[config.mk]
export PLATFORM = sky130hd
export DESIGN_NAME = expr_gen
export DESIGN_NICKNAME = d
export VERILOG_FILES = /design/src/rtl/expr_pkg.sv /design/src/rtl/expr_lfsr.sv /design/src/rtl/expr_gen.sv
export SDC_FILE = /design/constraint.sdc
export NUM_CORES = 1
export LEC_CHECK = 0
export CELL_PAD_IN_SITES_DETAIL_PLACEMENT = 1
export CELL_PAD_IN_SITES_GLOBAL_PLACEMENT = 2
export CORE_ASPECT_RATIO = 0.6
export CORE_MARGIN = 3
export CORE_UTILIZATION = 37
export DETAILED_ROUTE_END_ITERATION = 8
export HOLD_SLACK_MARGIN = 0.15
export PLACE_DENSITY_LB_ADDON = 0.1
export SETUP_SLACK_MARGIN = 0.1
export SLEW_MARGIN = 20
export SYNTH_ARGS = -nofsm -noshare
export SYNTH_HDL_FRONTEND = slang
export SYNTH_SLANG_ARGS = --single-unit
[constraint.sdc]
create_clock -name clk -period 8.04 [get_ports clk]
set_input_delay 1.608 -clock clk [delete_from_list [all_inputs] [get_ports clk]]
set_output_delay 1.608 -clock clk [all_outputs]
set_load 0.005 [all_outputs]
[src/rtl/expr_pkg.sv]
// Shared definitions for the expression generator: ASCII codes, FSM states,
// LFSR taps and character helpers.
package expr_pkg;

  localparam logic [7:0] CH_ZERO = 8'h30;
  localparam logic [7:0] CH_PLUS = 8'h2B;
  localparam logic [7:0] CH_MUL  = 8'h2A;

  // Feedback taps l[7], l[5], l[4], l[3]
  localparam logic [7:0] LFSR_TAPS = 8'hB8;

  typedef enum logic [1:0] {
    IDLE  = 2'd0,
    DIGIT = 2'd1,
    OP    = 2'd2,
    DONE  = 2'd3
  } state_t;

  function automatic logic [7:0] digit_char(input logic [7:0] l);
    logic [3:0] d;
    d = (l[3:0] > 4'd9) ? (l[3:0] - 4'd10) : l[3:0];
    return CH_ZERO + {4'h0, d};
  endfunction

  function automatic logic [7:0] op_char(input logic [7:0] l);
    return l[4] ? CH_MUL : CH_PLUS;
  endfunction

endpackage

[src/rtl/expr_lfsr.sv]
// 8-bit Fibonacci LFSR: reloads SEED on load, advances one step when step is high.
module expr_lfsr
  import expr_pkg::*;
#(
  parameter logic [7:0] SEED = 8'hA5
) (
  input  logic       clk,
  input  logic       load,
  input  logic       step,
  output logic [7:0] value
);

  always_ff @(posedge clk) begin
    if (load)
      value <= SEED;
    else if (step)
      value <= {value[6:0], ^(value & LFSR_TAPS)};
  end

endmodule

[src/rtl/expr_gen.sv]
// Random "digit (op digit)*" ASCII stream generator, one character per cycle.
// Defining GEN_ERR_EN adds inject_err, which turns the last digit into '+'.
module expr_gen
  import expr_pkg::*;
#(
  parameter logic [7:0] SEED = 8'hA5
) (
  input  logic       clk,
  input  logic       clr,
  input  logic       start,
  input  logic [3:0] n_terms,
`ifdef GEN_ERR_EN
  input  logic       inject_err,
`endif
  output logic [7:0] out,
  output logic       valid,
  output logic       busy,
  output logic       done
);

  state_t     state, state_d;
  logic [3:0] terms, terms_d;
  logic [3:0] count, count_d;
  logic       err_q, err_d, err_in;
  logic [7:0] lfsr;
  logic [7:0] out_d;
  logic       valid_d, busy_d, done_d;

`ifdef GEN_ERR_EN
  assign err_in = inject_err;
`else
  assign err_in = 1'b0;
`endif

  expr_lfsr #(.SEED(SEED)) u_lfsr (
    .clk   (clk),
    .load  (clr),
    .step  (valid_d),
    .value (lfsr)
  );

  always_ff @(posedge clk) begin
    if (clr) begin
      state <= IDLE;
      terms <= 4'd1;
      count <= '0;
      err_q <= 1'b0;
      out   <= '0;
      valid <= 1'b0;
      busy  <= 1'b0;
      done  <= 1'b0;
    end else begin
      state <= state_d;
      terms <= terms_d;
      count <= count_d;
      err_q <= err_d;
      out   <= out_d;
      valid <= valid_d;
      busy  <= busy_d;
      done  <= done_d;
    end
  end

  // count holds the index of the next digit to emit; it advances when leaving DIGIT.
  always_comb begin
    state_d = state;
    terms_d = terms;
    count_d = count;
    err_d   = err_q;
    unique case (state)
      IDLE: begin
        if (start) begin
          state_d = DIGIT;
          terms_d = (n_terms == 4'd0) ? 4'd1 : n_terms;
          count_d = '0;
          err_d   = err_in;
        end
      end
      DIGIT: begin
        if (count == terms - 4'd1) begin
          state_d = DONE;
        end else begin
          state_d = OP;
          count_d = count + 4'd1;
        end
      end
      OP:      state_d = DIGIT;
      DONE:    state_d = IDLE;
      default: state_d = IDLE;
    endcase
  end

  // Outputs are registered, so they are decoded from the state being entered.
  always_comb begin
    out_d   = '0;
    valid_d = 1'b0;
    busy_d  = (state_d != IDLE);
    done_d  = (state_d == DONE);
    unique case (state_d)
      DIGIT: begin
        valid_d = 1'b1;
        out_d   = (err_d && (count_d == terms_d - 4'd1)) ? CH_PLUS : digit_char(lfsr);
      end
      OP: begin
        valid_d = 1'b1;
        out_d   = op_char(lfsr);
      end
      default: ;
    endcase
  end

endmodule

---- Word level (Yosys, flattened, before mapping) ----
Index checks and enable logic that the tools add are counted.
storage, ports and cells
  register bits after elaboration ......... 30
  logic and storage cells ................. 45
operators by class
  magnitude comparators ................... 1
  reductions and logical operators ........ 6
  equality and inequality tests ........... 8
  muxes and demuxes ....................... 16
  add/subtract/negate cells ............... 5
operators with widths
  cell                                                                    number
  4-bit two-way mux                                                       6
  7-bit one-hot mux with 2 select lines                                   1
  2-bit equality test (second input constant)                             4
  4-bit equality test                                                     2
  2-bit one-hot mux with 4 select lines                                   1
  4-bit one-hot mux with 2 select lines                                   1
  8-bit parity                                                            1
  4-bit by 1-bit subtractor with 4-bit output (second input constant)     2
  6-bit by 4-bit adder with 7-bit output (first input constant)           1
  7-bit two-way mux                                                       1
  1-bit two-way mux                                                       5
  4-bit by 1-bit adder with 4-bit output (second input constant)          1
  2-bit by 1-bit equality test with 1-bit output (second input constant)  2
  4-bit greater-than comparator (second input constant)                   1
  4-bit zero test                                                         1
  4-bit subtractor (second input constant)                                1
  2-bit zero test                                                         1
  2-bit two-way mux                                                       1
  2-bit nonzero test                                                      1
  2-bit OR reduction                                                      1
  1-bit logical AND                                                       1

---- Depth between registers and ports, before layout ----
  word-level depth ........................ 9
  mapped depth ............................ 11

---- Hierarchy ----
Synthesis repeated with hierarchy kept, for this count alone.
second synthesis, totals
  cells, all modules ...................... 153
  area total of the unflattened synthesis .. 1392.6 um^2
modules (own cells, without submodules)
  module     sequential area each (um^2)  instances  area an instance (um^2)  cells each
  expr_gen   380.4                        1          1089.8                   124
  expr_lfsr  160.2                        1          302.8                    29

---- Least setup slack after synthesis ----
OpenSTA, ideal clock, no wires.
  path kind ............................... input -> register
  from .................................... input start
  to ...................................... register out[2]
  data required time ...................... 7.925 ns
  slack ................................... 4.474 ns
  stages on the path ...................... 10
  buffers on the path ..................... 0
  arrival ................................. 3.451 ns
  cells stage by stage .................... nor3b_4 -> o21ai_0 -> a21boi_0 -> ha_1 -> xnor2_1 -> a211oi_1 -> a221oi_1 -> nor3_1 -> a31oi_1 -> and2_1
between the ends
  longest elaborated chain between the ends .. 7
  elaborated cells between the ends (all ways) .. 15
  classes of those cells .................. add/sub: 1; eq/ne: 3; mux: 10; reduce/logical: 1
ends and longest elaborated chain
  what                                         line             source
  from (decl)                                  expr_gen.sv:10   input logic start,
  4-bit two-way mux                            expr_gen.sv:72   if (start) begin
  4-bit two-way mux                            expr_gen.sv:70   unique case (state)
  4-bit by 1-bit subtractor with 4-bit output  expr_gen.sv:102  out_d = (err_d && (count_d == terms_d - 4'd1)) ? CH_PLUS : digit_char(lfsr);
  4-bit equality test                          expr_gen.sv:102
  1-bit logical AND                            expr_gen.sv:102
  7-bit two-way mux                            expr_gen.sv:102
  7-bit one-hot mux with 2 select lines (*)    expr_gen.sv:99   unique case (state_d)
  to (signal assigned)                         expr_gen.sv:57   out <= out_d;
  to (decl)                                    expr_gen.sv:15   output logic [7:0] out,
Mark *: on every way between the ends. The rest lies on a longest branch, timed or not.
A chain may end at the register's enable or synchronous reset.

---- Final worst setup path ----
Same ends and word-level chain as after synthesis.

==> impl_metrics.toml <==
[routing]
ant_nets = 0
wl_per_cell_um = 15.1
drt_iter0_drc = 69
drc = 0
num_vias = 1181
wl_mm = 3.57
vias_per_cell = 5.00
dr.pass1.iters = 4

[yosys]
syn_inst = 171
synth_top_cells_by_count = "27 x dfxtp_1, 20 x nor2_1, 12 x nand2_1, 12 x xnor2_1, 11 x mux2i_1"
synth.distinct_cells = 45
synth-edff-count = 0
yosysTopAreaCellShare_pct = 34.2
synth_ff_type = "dfxtp_1"
synth.area.top_cells = "dfxtp_1 34%, mux2i_1 7.0%, xnor2_1 6.7%"
async_flop_share_pct = 0
synth_top_area_cell = "dfxtp_1"
syn_area_per_cell_sq_um = 9.23
yosysMostFrequentCell = "dfxtp_1"
ys_warn_count = 0
syn_area_sq_um = 1580
seq_area_frac_synth_pct = 34.2
ys_seq_elements = 27

[placed_design]
portBuffers = 15
dp_hpwl_mm = 2.90
place.gp.congestion = 0.889
dp_cells = 232

[worst_setup_path]
reg2reg_to = "out[1]"
r2r_cells = 11
end_kind = "flop"
ff2ff_setup_slack_ns = 4.58
r2r_start = "terms[0]"
worst_ep_arrival_time_ns = 4.39
endpoint = "out[2]"
cp-start-kind = "input port"
path_max_fanout = 8
cp_data_required_time_ns = 8.21
crit_start = "start"
crit_type = "in2reg"

[cts]
clkTransAtPathRegs_ns = 0.09
cts_buffers = 3
cts_setup_buffers = 0
cts_tree = "yes"
cts_buffer_depth = 2
cts_root_buf = "clkbuf_8"
htree_levels = 1
cts.sinks = 27
hold_buffers = 0
post_cts_resized = 0
clock_latency_ns = 0.27

[global_route]
antenna_found_initial = 0
grt_pass1_vias = 1188
grt_max_degree = 18
grtUsageTotal_pct = 14.5
grt_pass1_wl_mm = 6.03
grt_overflow_total = 0

[cells_and_area]
diodes = 0
syn2layout_area_growth_pct = 11.6
nets = 195
finalNonFillerCells = 236
drive_gt1_share_pct = 8.94
fillers = 453
fin_util_pct = 45.5

[power]
p_sw_share_pct = 34.6
power_frac_clock_pct = 19.4
internal-power_uw = 254
fin_total_pwr_uw = 389
power_density_nw_per_um2 = 221
irDropWorstVdd_uv = 87.0
p_leak_uw = 0.000692
p_switching_uw = 135
pwr-share-comb_pct = 36.5
seqPwrFrac_pct = 44.0

[outcome]
status = "complete, no violations"

[sta]
final.min_clock_period_ns = 4.22
skew_ns = 0.00744
fin_setup_tns_ns = 0
tightest_slew_ns = 0.687
slew_headroom_pct = 54.1
fmaxAchievable_mhz = 237
post-route-period-util_pct = 52.5
setup_viol = 0
hold_viol = 0
drv_slew = 0
rsz0062_at_grt = "no"

[floorplan]
rows = 17
die_h_um = 56.6
initial_utilization_pct = 40.8
pin_count = 18
core-area_sq_um = 3870
die_x_um = 90.3
dieArea_sq_um = 5110

[job]
maxCapViolCount = 0

[min_path]
hold_class = "reg2reg"
## logic make-up (layout without fill, tap and decap cells)
logic type      count (synthesis)  after routing  synth area share (%)
mux                            12             12                  7.69
compound gates                 30             30                  14.4
buf+inv                        19             26                  7.21
fa+ha+maj                       8              8                  6.34
flops                          27             27                  34.2
other cells                     1              2                 0.237
simple gates                   58             58                  18.5
xor+xnor                       16             16                  11.3
## stage by stage
| step | cell area (sq um) | hold WS, ns | worst slack [ns] |
|---|---|---|---|
| 4_1_cts | 1760 | 0.500 | 3.79 |
| 3_5_place_dp | 1720 | 0.481 | 3.50 |
| 5_1_grt | 1760 | 0.533 | 3.59 |
| 2_1_floorplan | 1580 | 0.445 | 4.47 |
| 6_report | 1760 | 0.504 | 3.82 |
| 3_3_place_gp | 1720 | 0.456 | 3.67 |
## metal layers
metal  global-route usage, %  routed length [um]
met5                       0                   0
met3                    3.61                 151
met1                    22.1                2030
met2                    21.0                1380
met4                    1.31                   7
## area by class of cell
type / instances / area [sq um] / share of cell area, %
clock buffers: 4 / 45.0 / 2.56
inverters: 7 / 26.3 / 1.49
multi-input cells: 126 / 928 / 52.7
flip-flops and latches: 27 / 541 / 30.7
well taps: 57 / 71.3 / 4.05
repair buffers: 15 / 150 / 8.52
## sequential cells by signal (all words and copies together), names as in the netlist
register and count:
u_lfsr.value 8, out 6, count 4, terms 4, state 2, busy 1, done 1, err_q 1
## critical path, stage by stage
cell and delay (ns):
clkdlybuf4s50_1 0.54, nor3b_4 0.44, o21ai_0 0.20, a21boi_0 0.18, ha_1 0.39, xnor2_1 0.15, a211oi_1 0.18, a221oi_1 0.07
nor3_1 0.29, a31oi_1 0.15, and2_1 0.18
## layout by cell type (no fill, tap or decap), types with 3 or more instances in the layout
cell type         n
nand2_1          12
xnor2_1          12
a21oi_1           6
nand4_1           4
inv_1             6
clkdlybuf4s50_1  15
ha_1              8
nor2_1           20
clkbuf_8          3
o211ai_1          4
mux2i_1          11
nor3_1            5
nand3_1           3
o21ai_0           3
dfxtp_1          27
nand2b_1          3
## how the worst min path moves through the flow
stage,slack (ns),to,from,depth (start not counted)
detailed placement,0.48,err_q,err_q,1
finish,0.50,err_q,err_q,1
global placement,0.46,u_lfsr.value[7],u_lfsr.value[6],2
global route,0.53,err_q,err_q,1
CTS,0.50,err_q,err_q,1
floorplan,0.44,u_lfsr.value[7],u_lfsr.value[6],2
## power by group through the flow
stage,Clock (uW),Combinational [uW],Sequential (uW)
3_3_place_gp,0,139,173
5_1_grt,84.3,158,175
6_report,75.6,142,171
2_1_floorplan,0,115,166
4_1_cts,78.9,144,172
3_5_place_dp,0,143,175
Note: power is estimated with default switching activity, not from simulation.
==> RTL change (same flow settings) <==
Register the inputs `clr`, `start` and `n_terms` before use, without a reset. The logic sees them one clock later.
--- a/src/rtl/expr_gen.sv
+++ b/src/rtl/expr_gen.sv
@@ -18,6 +18,16 @@
   output logic       done
 );
 
+  logic clr_q;
+  logic start_q;
+  logic [3:0] n_terms_q;
+
+  always_ff @(posedge clk) begin
+    clr_q     <= clr;
+    start_q   <= start;
+    n_terms_q <= n_terms;
+  end
+
   state_t     state, state_d;
   logic [3:0] terms, terms_d;
   logic [3:0] count, count_d;
@@ -34,13 +44,13 @@
 
   expr_lfsr #(.SEED(SEED)) u_lfsr (
     .clk   (clk),
-    .load  (clr),
+    .load  (clr_q),
     .step  (valid_d),
     .value (lfsr)
   );
 
   always_ff @(posedge clk) begin
-    if (clr) begin
+    if (clr_q) begin
       state <= IDLE;
       terms <= 4'd1;
       count <= '0;
@@ -69,9 +79,9 @@
     err_d   = err_q;
     unique case (state)
       IDLE: begin
-        if (start) begin
+        if (start_q) begin
           state_d = DIGIT;
-          terms_d = (n_terms == 4'd0) ? 4'd1 : n_terms;
+          terms_d = (n_terms_q == 4'd0) ? 4'd1 : n_terms_q;
           count_d = '0;
           err_d   = err_in;
         end
Check against the original RTL: not equivalent (Yosys sat finds a counterexample within 4 cycles, from zero or initial values).
==> RTL change against the original RTL <==
  * Wire length is 6.9% lower
  * Synthesized area is 4.8% lower
  * Power is 20% higher
  * First-iteration DRC count is 48% lower
  * Sequential share of layout area is 6.8 points higher
  * Sequential cell count is 6 higher
  * Critical path depth is 1 higher
  * Non-clock buffer count stayed put
  * Synthesized cell count is 7.6% lower
  * Clock skew is 0.0046 ns lower
  * Cell area stayed put
  * Worst setup slack better by 1.0 ns
  * Critical path type is now reg -> reg
  * Largest power group unchanged
  * Highest routed layer unchanged
==> RTL change: results (changes against the original RTL) <==
status=finished, final reports clean (unchanged); GPL Wtd Cong=0.833 (was 0.889); P_seq=213 uW (was 171 uW); met3 usage=0.0492 (was 0.0361); largest net degree at the start of global routing=17 (was 18); GR Util met2=0.198 (was 0.210); clock skew=0.00285 ns (was 0.00744 ns); total routed wirelength=3330 um (was 3570 um); Multi-In Gates=112 (was 126); Synth Instances=158 (was 171); CP max stage cell=dfxtp_1 (was clkdlybuf4s50_1); Synth Area in XOR/XNOR=0.0932 (was 0.113); dpl ws=5.04 ns (was 3.50 ns); number of distinct library cells after synthesis=39 (was 45); Peak VDD IR=0.107 mV (was 0.0870 mV); initial DRC count=36 (was 69); vias in the first global route=1139 (was 1188); GRT Util Overall=0.152 (was 0.145); Seq. cell area=661 um2 (was 541 um2); WL met1=1860 um (was 2030 um); Vias/cell=4.99 (was 5.00); Clock Sink Count=33 (was 27); WL met3=175 um (was 151 um); met1 Usage GRT=0.233 (was 0.221); r2r worst-path depth=12 (was 11); sequential fraction of the synthesis area=0.439 (was 0.342); delay-heaviest family, CP=compound AO/OA/AOI/OAI gates (was simple AND/OR/NAND/NOR gates); worst slew pin tran=0.642 ns (was 0.687 ns); DP Cell Count=214 (was 232); Combinational Power Share=0.296 (was 0.365); clock transition at the registers of the reported paths=0.07 ns (was 0.09 ns); Layout Cells excl Fill=222 (was 236); HPWL Detailed=2550 um (was 2900 um); Largest regs=u_lfsr.value (8), out (5) (was u_lfsr.value (8), out (6)); dominant cells by area after synthesis=dfxtp_1 (44%), ha_1 (6.7%), mux2i_1 (6.0%), xnor2_1 (5.8%), nor2_1 (4.2%) (was dfxtp_1 (34%), mux2i_1 (7.0%), xnor2_1 (6.7%), ha_1 (6.3%), nor2_1 (4.8%))
[RTL change: cell types whose count changed after synthesis, moves of 4 or more]
cell / before / now
dfxtp_1: 27 / 33
nor3_1: 5 / 1
o21ai_0: 3 / 7
buf_6: 4 / 0
xor2_1: 0 / 6
[RTL change: path summary, 6_finish.rpt]
path | end | startpoint | slack (ns)
setup / recovery | out[3]$_SDFF_PP0_ | terms[0]$_SDFF_PP1_ | 4.86
hold / removal | u_lfsr.value[7]$_SDFFE_PP1P_ | u_lfsr.value[6]$_SDFFE_PP0P_ | 0.48
setup reg to reg | out[3]$_SDFF_PP0_ | terms[0]$_SDFF_PP1_ | 4.86
hold reg to reg | u_lfsr.value[7]$_SDFFE_PP1P_ | u_lfsr.value[6]$_SDFFE_PP0P_ | 0.48
[RTL change: per-stage QoR]
step           cell area, um2  utilization
2_1_floorplan            1510            -
3_3_place_gp             1680        0.442
3_5_place_dp             1680        0.442
4_1_cts                  1760        0.465
5_1_grt                  1760        0.465
6_report                 1760        0.465
